[config.mk]
export PLATFORM = sky130hd
export DESIGN_NAME = calc_display_flat
export DESIGN_NICKNAME = d
export VERILOG_FILES = /design/src/rtl/calc_disp_pkg.sv /design/src/rtl/calc_disp_if.sv /design/src/rtl/calc_display_bin2bcd_seq.sv /design/src/rtl/calc_display.sv /design/src/flat_wrapper.sv
export SDC_FILE = /design/constraint.sdc
export NUM_CORES = 1
export LEC_CHECK = 0
export ABC_CLOCK_PERIOD_IN_PS = 6200
export CAP_MARGIN = 40
export CELL_PAD_IN_SITES_DETAIL_PLACEMENT = 0
export CELL_PAD_IN_SITES_GLOBAL_PLACEMENT = 2
export CORE_MARGIN = 2
export CORE_UTILIZATION = 40
export CTS_CLUSTER_SIZE = 14
export DETAILED_ROUTE_END_ITERATION = 6
export PLACE_DENSITY_LB_ADDON = 0.2
export SYNTH_ARGS = -nofsm -noshare
export SYNTH_HDL_FRONTEND = slang
export SYNTH_HIERARCHICAL = 1
export SYNTH_SLANG_ARGS = --single-unit
export TNS_END_PERCENT = 10
[constraint.sdc]
create_clock -name clk -period 6.2 [get_ports clk]
set_input_delay 0.93 -clock clk [delete_from_list [all_inputs] [get_ports clk]]
set_output_delay 0.93 -clock clk [all_outputs]
set_load 0.005 [all_outputs]
[src/rtl/calc_disp_pkg.sv]
// Shared types, op/glyph codes, FSM encoding and glyph-to-segment decode for calc_display.
package calc_disp_pkg;

    localparam int unsigned NUM_DIGITS = 8;
    localparam int unsigned GLYPH_W    = 5;
    localparam int unsigned RES_W      = 16;

    localparam logic [1:0] OP_MULT = 2'b00;
    localparam logic [1:0] OP_DIV  = 2'b01;
    localparam logic [1:0] OP_SQRT = 2'b10;
    localparam logic [1:0] OP_BCD  = 2'b11;

    localparam logic [GLYPH_W-1:0] G_BLANK = 5'd10;
    localparam logic [GLYPH_W-1:0] G_DASH  = 5'd11;
    localparam logic [GLYPH_W-1:0] G_E     = 5'd12;
    localparam logic [GLYPH_W-1:0] G_R     = 5'd13;

    localparam logic [1:0] S_IDLE    = 2'd0;
    localparam logic [1:0] S_CAPTURE = 2'd1;
    localparam logic [1:0] S_CONV    = 2'd2;
    localparam logic [1:0] S_LOAD    = 2'd3;

    typedef logic [GLYPH_W-1:0]                  glyph_t;
    typedef logic [NUM_DIGITS-1:0][GLYPH_W-1:0]  digits_t;
    typedef logic [4:0][3:0]                     bcd5_t;

    typedef struct packed {
        logic             error;
        logic [1:0]       op;
        logic [RES_W-1:0] result;
    } cap_t;

    // Active-low {g,f,e,d,c,b,a}
    function automatic logic [6:0] glyph_seg(input glyph_t g);
        case (g)
            5'd0:    glyph_seg = 7'h40;
            5'd1:    glyph_seg = 7'h79;
            5'd2:    glyph_seg = 7'h24;
            5'd3:    glyph_seg = 7'h30;
            5'd4:    glyph_seg = 7'h19;
            5'd5:    glyph_seg = 7'h12;
            5'd6:    glyph_seg = 7'h02;
            5'd7:    glyph_seg = 7'h78;
            5'd8:    glyph_seg = 7'h00;
            5'd9:    glyph_seg = 7'h10;
            G_DASH:  glyph_seg = 7'h3F;
            G_E:     glyph_seg = 7'h06;
            G_R:     glyph_seg = 7'h2F;
            default: glyph_seg = 7'h7F;
        endcase
    endfunction

endpackage

[src/rtl/calc_disp_if.sv]
// Core-result inputs and display outputs of calc_display.
interface calc_disp_if;
    logic [1:0]  op;
    logic [15:0] result;
    logic        done;
    logic        error;
    logic [6:0]  seg;
    logic        dp;
    logic [7:0]  an;
    logic        busy;

    modport master (output op, result, done, error, input seg, dp, an, busy);
    modport slave  (input op, result, done, error, output seg, dp, an, busy);
endinterface

[src/rtl/calc_display_bin2bcd_seq.sv]
// Sequential double-dabble: one add-3/shift iteration per cycle, the first one in the start cycle.
module bin2bcd_seq
    import calc_disp_pkg::*;
(
    input  logic        clk,
    input  logic        reset,
    input  logic        start_i,
    input  logic [15:0] value_i,
    input  logic [4:0]  iterations_i,
    output bcd5_t       bcd_o,
    output logic        done_o
);

    bcd5_t       bcd_q, bcd_d, src_bcd, adj;
    logic [15:0] bin_q, bin_d, src_bin;
    logic [4:0]  cnt_q, cnt_d;
    logic        done_q, done_d;
    logic        step;

    // done_o marks the cycle performing the final iteration
    always_comb begin
        src_bcd = bcd_q;
        src_bin = bin_q;
        cnt_d   = cnt_q;
        step    = 1'b0;
        if (start_i) begin
            src_bcd = '0;
            src_bin = (iterations_i == 5'd8) ? {value_i[7:0], 8'h00} : value_i;
            cnt_d   = iterations_i - 5'd1;
            step    = 1'b1;
        end else if (cnt_q != 5'd0) begin
            cnt_d = cnt_q - 5'd1;
            step  = 1'b1;
        end
        adj = src_bcd;
        for (int k = 0; k < 5; k++) begin
            if (adj[k] >= 4'd5) adj[k] = adj[k] + 4'd3;
        end
        if (step) {bcd_d, bin_d} = {adj, src_bin} << 1;
        else      {bcd_d, bin_d} = {bcd_q, bin_q};
        done_d = (cnt_d == 5'd1);
    end

    always_ff @(posedge clk or posedge reset) begin
        if (reset) begin
            bcd_q  <= '0;
            bin_q  <= '0;
            cnt_q  <= '0;
            done_q <= 1'b0;
        end else begin
            bcd_q  <= bcd_d;
            bin_q  <= bin_d;
            cnt_q  <= cnt_d;
            done_q <= done_d;
        end
    end

    assign bcd_o  = bcd_q;
    assign done_o = done_q;

endmodule

[src/rtl/calc_display.sv]
// Captures calculator results, converts to BCD and scans an 8-digit active-low 7-segment display.
// Optional: define LEADING_ZERO_BLANK_EN to blank leading zeros in numeric fields.
module calc_display
    import calc_disp_pkg::*;
#(
    parameter int unsigned REFRESH_DIV = 50000
) (
    input  logic        clk,
    input  logic        reset,
    calc_disp_if.slave  core
);

    localparam int unsigned REF_W  = $clog2(REFRESH_DIV);
    localparam int unsigned SCAN_W = $clog2(NUM_DIGITS);

    logic [1:0]       state_q, state_d;
    cap_t             cap_q, cap_d;
    logic             done_in_q, busy_q, busy_d, kick_q, kick_d, phase_q, phase_d;
    logic [2:0][3:0]  qhold_q, qhold_d;
    digits_t          digit_q, digit_d, layout;
    logic [REF_W-1:0] ref_q, ref_d;
    logic [SCAN_W-1:0] scan_q, scan_d;
    logic [6:0]       seg_q, seg_d;
    logic [NUM_DIGITS-1:0] an_q, an_d;
    logic             start_c;
    logic [15:0]      eng_value;
    logic [4:0]       eng_iter;
    bcd5_t            eng_bcd;
    logic             eng_done;
    logic [3:0]       nib;

    assign start_c = core.done & ~done_in_q;

    // Div converts Q first, then R; sqrt only uses the low 10 bits
    always_comb begin
        eng_iter = (cap_q.op == OP_DIV) ? 5'd8 : 5'd16;
        if (cap_q.op == OP_DIV)
            eng_value = phase_q ? {8'h00, cap_q.result[7:0]} : {8'h00, cap_q.result[15:8]};
        else if (cap_q.op == OP_SQRT)
            eng_value = {6'b0, cap_q.result[9:0]};
        else
            eng_value = cap_q.result;
    end

    bin2bcd_seq u_b2b (
        .clk          (clk),
        .reset        (reset),
        .start_i      (kick_q),
        .value_i      (eng_value),
        .iterations_i (eng_iter),
        .bcd_o        (eng_bcd),
        .done_o       (eng_done)
    );

`ifdef LEADING_ZERO_BLANK_EN
    function automatic digits_t blank_lead(input digits_t d, input int msb, input int lsb);
        logic lead;
        blank_lead = d;
        lead       = 1'b1;
        for (int i = int'(NUM_DIGITS) - 1; i > 0; i--) begin
            if (i <= msb && i > lsb) begin
                if (lead && d[i] == 5'd0) blank_lead[i] = G_BLANK;
                else                      lead = 1'b0;
            end
        end
    endfunction
`endif

    // Digit layout written in LOAD
    always_comb begin
        layout = {NUM_DIGITS{G_BLANK}};
        nib    = 4'd0;
        if (cap_q.error) begin
            layout[2] = G_E;
            layout[1] = G_R;
            layout[0] = G_R;
        end else begin
            case (cap_q.op)
                OP_MULT: for (int k = 0; k < 5; k++) layout[k] = {1'b0, eng_bcd[k]};
                OP_SQRT: for (int k = 0; k < 4; k++) layout[k] = {1'b0, eng_bcd[k]};
                OP_DIV: begin
                    for (int k = 0; k < 3; k++) begin
                        layout[k + 4] = {1'b0, qhold_q[k]};
                        layout[k]     = {1'b0, eng_bcd[k]};
                    end
                    layout[3] = G_DASH;
                end
                default: begin
                    for (int k = 0; k < 3; k++) begin
                        nib       = cap_q.result[k*4 +: 4];
                        layout[k] = (nib > 4'd9) ? G_DASH : {1'b0, nib};
                    end
                end
            endcase
`ifdef LEADING_ZERO_BLANK_EN
            case (cap_q.op)
                OP_MULT: layout = blank_lead(layout, 4, 0);
                OP_SQRT: layout = blank_lead(layout, 3, 0);
                OP_DIV:  layout = blank_lead(blank_lead(layout, 6, 4), 2, 0);
                default: ;
            endcase
`endif
        end
    end

    // Control FSM; a done edge is only accepted in IDLE
    always_comb begin
        state_d = state_q;
        cap_d   = cap_q;
        busy_d  = busy_q;
        kick_d  = 1'b0;
        phase_d = phase_q;
        qhold_d = qhold_q;
        digit_d = digit_q;
        if (kick_q && phase_q) qhold_d = eng_bcd[2:0];
        case (state_q)
            S_IDLE: begin
                if (start_c) begin
                    cap_d.error  = core.error;
                    cap_d.op     = core.op;
                    cap_d.result = core.result;
                    busy_d       = 1'b1;
                    state_d      = S_CAPTURE;
                end
            end
            S_CAPTURE: begin
                phase_d = 1'b0;
                if (cap_q.error || cap_q.op == OP_BCD) begin
                    state_d = S_LOAD;
                end else begin
                    kick_d  = 1'b1;
                    state_d = S_CONV;
                end
            end
            S_CONV: begin
                if (eng_done) begin
                    if (cap_q.op == OP_DIV && !phase_q) begin
                        phase_d = 1'b1;
                        kick_d  = 1'b1;
                    end else begin
                        state_d = S_LOAD;
                    end
                end
            end
            default: begin
                digit_d = layout;
                busy_d  = 1'b0;
                state_d = S_IDLE;
            end
        endcase
    end

    // Free-running digit scan
    always_comb begin
        ref_d  = ref_q + REF_W'(1);
        scan_d = scan_q;
        if (ref_q == REF_W'(REFRESH_DIV - 1)) begin
            ref_d  = '0;
            scan_d = scan_q + SCAN_W'(1);
        end
        seg_d = glyph_seg(digit_q[scan_q]);
        an_d  = ~(NUM_DIGITS'(1) << scan_q);
    end

    always_ff @(posedge clk or posedge reset) begin
        if (reset) begin
            state_q   <= S_IDLE;
            cap_q     <= '0;
            done_in_q <= 1'b0;
            busy_q    <= 1'b0;
            kick_q    <= 1'b0;
            phase_q   <= 1'b0;
            qhold_q   <= '0;
            digit_q   <= {NUM_DIGITS{G_BLANK}};
            ref_q     <= '0;
            scan_q    <= '0;
            seg_q     <= 7'h7F;
            an_q      <= '1;
        end else begin
            state_q   <= state_d;
            cap_q     <= cap_d;
            done_in_q <= core.done;
            busy_q    <= busy_d;
            kick_q    <= kick_d;
            phase_q   <= phase_d;
            qhold_q   <= qhold_d;
            digit_q   <= digit_d;
            ref_q     <= ref_d;
            scan_q    <= scan_d;
            seg_q     <= seg_d;
            an_q      <= an_d;
        end
    end

    assign core.seg  = seg_q;
    assign core.an   = an_q;
    assign core.dp   = 1'b1;
    assign core.busy = busy_q;

endmodule
[src/flat_wrapper.sv]
// flat-port wrapper written by rule: the top's interface ports become plain ports
module calc_display_flat import calc_disp_pkg::*;
#(
    parameter int unsigned REFRESH_DIV = 50000
)
  (clk, reset, core_op, core_result, core_done, core_error, core_seg, core_dp, core_an, core_busy);
  calc_disp_if core_i ();
  input  logic clk;
  input  logic reset;
  input wire logic [$bits(core_i.op)-1:0] core_op;
  input wire logic [$bits(core_i.result)-1:0] core_result;
  input wire logic [$bits(core_i.done)-1:0] core_done;
  input wire logic [$bits(core_i.error)-1:0] core_error;
  output wire logic [$bits(core_i.seg)-1:0] core_seg;
  output wire logic [$bits(core_i.dp)-1:0] core_dp;
  output wire logic [$bits(core_i.an)-1:0] core_an;
  output wire logic [$bits(core_i.busy)-1:0] core_busy;
  assign core_i.op = core_op;
  assign core_i.result = core_result;
  assign core_i.done = core_done;
  assign core_i.error = core_error;
  assign core_seg = core_i.seg;
  assign core_dp = core_i.dp;
  assign core_an = core_i.an;
  assign core_busy = core_i.busy;
  calc_display #(.REFRESH_DIV(REFRESH_DIV)) u_core (.clk(clk), .reset(reset), .core(core_i));
endmodule
==> run summary <==
PLACED DESIGN
-------------------------------------------------------------------------------------------------
Routability Congestion                                                                     0.7508
DP Wirelength                                                                            11.43 mm
Count of input and output buffers                                                              37

PWR
-------------------------------------------------------------------------------------------------
Relative contribution of sequential cells to total power                                    0.381
Share of total power in the clock network                                                   0.255
Portion of total power attributed to combinational logic                                    0.364
Ratio of total power to cell area                                                    491.1 mW/mm²
Tot Pwr                                                                                  4.167 mW
P_sw                                                                                     1.491 mW
Int Power                                                                                2.676 mW
Worst IR drop on VDD                                                                    0.2378 mV
Share of total power consumed by net switching                                             0.3579
Static Leak                                                                              3.649 nW

YOSYS
-------------------------------------------------------------------------------------------------
Dominant combinational cell family by area after synthesis                           simple AND/OR/NAND/NOR gates
Post-synthesis mux area share                                                              0.1253
Library cell with the largest summed area after synthesis                                 dfrtp_1
Number of synthesis warnings                                                                    6
Synthesized flop and latch total                                                              140
Fraction of the yosys area taken by sequential cells                                       0.4848
Number of distinct library cell variants in the gate-level netlist after synthesis             58
Adder and majority gate portion of the synthesized area                                   0.04970
Dominant cells by area after synthesis                                               dfrtp_1 (38%), dfstp_2 (10%), mux2_2 (7.4%)
EDFF count, synth                                                                               0
Share of the synthesized area in compound gates (AO/OA/AOI/OAI)                            0.1169
Top_reg_cell synth                                                                        dfrtp_1
Average instance area after synthesis                                                   10.46 µm²
Synth Instances                                                                               698
Share of the synthesized netlist area taken by xor and xnor gates                         0.03599
Simple-gate share of the synthesized area                                                  0.1373
Post-Synthesis Cell Area                                                             0.007301 mm²
Fraction of synthesis flops using an asynchronous set or reset pin                          1.000
Area share of the largest cell type after synthesis                                        0.3805

SETUP PATH
-------------------------------------------------------------------------------------------------
Arrival time at the worst endpoint                                                        3.19 ns
Data required time of the critical path                                                   6.54 ns
Crit path max-delay cell type                                                             o21ai_0
Type of the setup path with the least slack                                               reg2reg
Startpoint type of the worst setup path                                                 flip-flop
Cell type group with the largest total delay on the critical path                    multiplexers
CP Cell Sequence                                                                     mux4_1, o21ai_0, ha_1, mux2_2, mux2i_1
Critical Path End Type                                                                  flip-flop
Maximum fanout count along the critical path                                                   13
Crit-path max cell delay                                                                  0.70 ns
Buffers & Inverters on Critical Path                                                            0

FINISH
-------------------------------------------------------------------------------------------------
Fraction of final layout cells with drive strength greater than 1                          0.1772
Signed area change from the synthesized netlist to the final layout                        16.23%
Commonest non-fill, non-tap cells in the layout                                      dfrtp_1 (110), nand2_1 (57), nor2_1 (54)
Leading cell type in the layout, fill and taps excluded                                   dfrtp_1
End-of-flow core utilization                                                               0.4724
Antenna fix cells                                                                               0
Number of nets in the finished design                                                         783

FLOORPLANNING
-------------------------------------------------------------------------------------------------
Die Span X                                                                               139.1 µm
Initial standard-cell utilization of the core                                              0.4064
Die area                                                                              0.01935 mm²
Number of rows created at floorplan                                                            49
Floorplan die height                                                                     139.1 µm
IO Count                                                                                       39
Core outline area                                                                     0.01796 mm²

CLOCKING
-------------------------------------------------------------------------------------------------
Worst-Skew Late Latency                                                                   0.41 ns
Clock slew at reported path FFs                                                           0.06 ns
Number of post-CTS setup repair buffers                                                         0
CTS H-tree lvls                                                                                 4
Clock sinks                                                                                   140
Hold_buf cts                                                                                    0
Buffers from clock root to sink, at most                                                        2
Clock tree from TritonCTS                                                                   built
Clock buffers created by TritonCTS                                                             17
Cell chosen for the clock root                                                          clkbuf_16
Post-cts gate resize count                                                                      0

WORST HOLD PATH
-------------------------------------------------------------------------------------------------
Hold Path Class                                                                           reg2reg

ROUTING
-------------------------------------------------------------------------------------------------
Iteration-0 DRC count of the detailed router                                                  229
Count of nets left with antenna violations after detail routing                                 0
Routed len/inst                                                                          16.88 µm
Number of detailed-route iterations in the first pass                                           4
Via total after detailed routing                                                             5082
Post-route DRC                                                                                  0
Final Routed Wirelength                                                                  16.44 mm
Via density                                                                                 5.218

GLOBAL ROUTING
-------------------------------------------------------------------------------------------------
Grt total ovfl                                                                                  0
GRT Total Usage                                                                            0.1769
First-pass GRT wire length                                                               27.26 mm
Vias in the first global route                                                               5043
Initial antenna violation count                                                                 0
Largest net degree at the start of global routing                                              59

STA
-------------------------------------------------------------------------------------------------
Count of endpoints failing setup in the final report                                            0
Worst-margin pin slew                                                                   0.8692 ns
Hold Vio Cnt, Final                                                                             0
Final critical-path share of the clock period                                              0.4606
Clk_skew                                                                              0.006881 ns
Count of pins over their slew limit                                                             0
Worst-case headroom to the max-slew limit                                                  0.4144
Maximum frequency from static timing analysis                                           350.2 MHz
Min Tclk post-route                                                                      2.856 ns
Unrepaired setup endpoints after global routing                                                no
Final-layout setup total negative slack                                                      0 ns

OUTCOME
-------------------------------------------------------------------------------------------------
Status                                                                               finished, final reports clean

FLOW RUN
-------------------------------------------------------------------------------------------------
Number of max-cap violations                                                                    0

-- routing by layer --
layer | GRT usage | share of wire | routed length [µm] | up-vias
li1 | - | - | - | 2465
met1 | 0.2493 | 0.50 | 8140 | 2537
met2 | 0.2803 | 0.47 | 7729 | 71
met3 | 0.03798 | 0.025 | 419 | 9
met4 | 0.04306 | 0.0093 | 153 | 0
met5 | 0 | 0 | 0 | -
-- state kept, by name (all words and copies together), names as in the netlist --
| signal | flops |
|---|---|
| u_core/scan_q | 3 |
| u_core/core.busy | 1 |
| u_core/core.an | 8 |
| u_core/u_b2b/cnt_q | 5 |
| u_core/u_b2b/bcd_o | 20 |
| u_core/digit_q | 28 |
| u_core/core.seg | 7 |
| u_core/done_in_q | 1 |
| u_core/qhold_q | 12 |
| u_core/u_b2b/done_o | 1 |
| u_core/state_q | 2 |
| u_core/u_b2b/bin_q | 15 |
| u_core/cap_q | 19 |
| u_core/phase_q | 1 |
| u_core/kick_q | 1 |
| u_core/ref_q | 16 |
-- power groups by stage --
stage | logic, mW | clock network [mW] | registers (mW)
floorplan | 1.25 | 0 | 1.46
global placement | 1.48 | 0 | 1.60
detailed placement | 1.52 | 0 | 1.61
CTS | 1.53 | 1.09 | 1.59
global route | 1.71 | 1.13 | 1.64
finish | 1.52 | 1.06 | 1.59
-- through the flow --
step	cells	setup slack [ns]	cell area [µm²]	hold slack [ns]
3_5_place_dp	942	3.306	7866	0.4722
3_3_place_gp	940	3.401	7840	0.4578
4_1_cts	974	3.301	8486	0.4896
6_report	974	3.344	8486	0.4848
5_1_grt	974	3.120	8486	0.5072
2_1_floorplan	706	2.728	7331	0.4444
-- synth_stat cells, drive strengths merged (15+ instances only) --
master,n
dfstp,29
buf,17
nand2b,17
a211oi,20
mux2i,31
a21oi,50
dfrtp,111
o21ai,26
inv,41
ha,29
clkbuf,20
xnor2,19
nand2,57
mux2,49
nor2,55
nor3,15
-- worst register-to-register path, stage by stage (launching register included) --
cell and delay (ns):
dfrtp_1 0.65, mux4_1 0.62, o21ai_0 0.70, ha_1 0.39, mux2_2 0.26, mux2i_1 0.16
-- cell families (layout without fill, tap and decap cells) --
kind of cell    Yosys count  in the layout
simple gates            201            201
flops                   140            140
fa+ha+maj                29             29
compound gates          136            136
mux                      82             82
buf+inv                  78            117
other cells               2             10
xor+xnor                 30             30
-- final cells by class --
| type | instances | area, µm² |
|---|---|---|
| fillers | 1682 | 9478 |
| clock inverters | 11 | 138.9 |
| clock buffers | 21 | 480.5 |
| multi-input cells | 488 | 3448 |
| inverters | 41 | 156.4 |
| flip-flops and latches | 140 | 3541 |
| repair buffers | 44 | 434.2 |
| well taps | 229 | 286.5 |
-- final timing paths --
path                                    from            endpoint  slack (ns)  cells after the start
max                         u_core/scan_q[0]  u_core/core.seg[3]        3.34                      5
min reg2reg                u_core/qhold_q[8]  u_core/digit_q[30]        0.48                      2
max reg2reg                 u_core/scan_q[0]  u_core/core.seg[3]        3.34                      5
min in group asynchronous              reset     u_core/ref_q[3]        0.97                      2
max in group asynchronous              reset  u_core/digit_q[20]        4.08                      3
min                        u_core/qhold_q[8]  u_core/digit_q[30]        0.48                      2
Note: power is estimated with default switching activity, not from simulation.
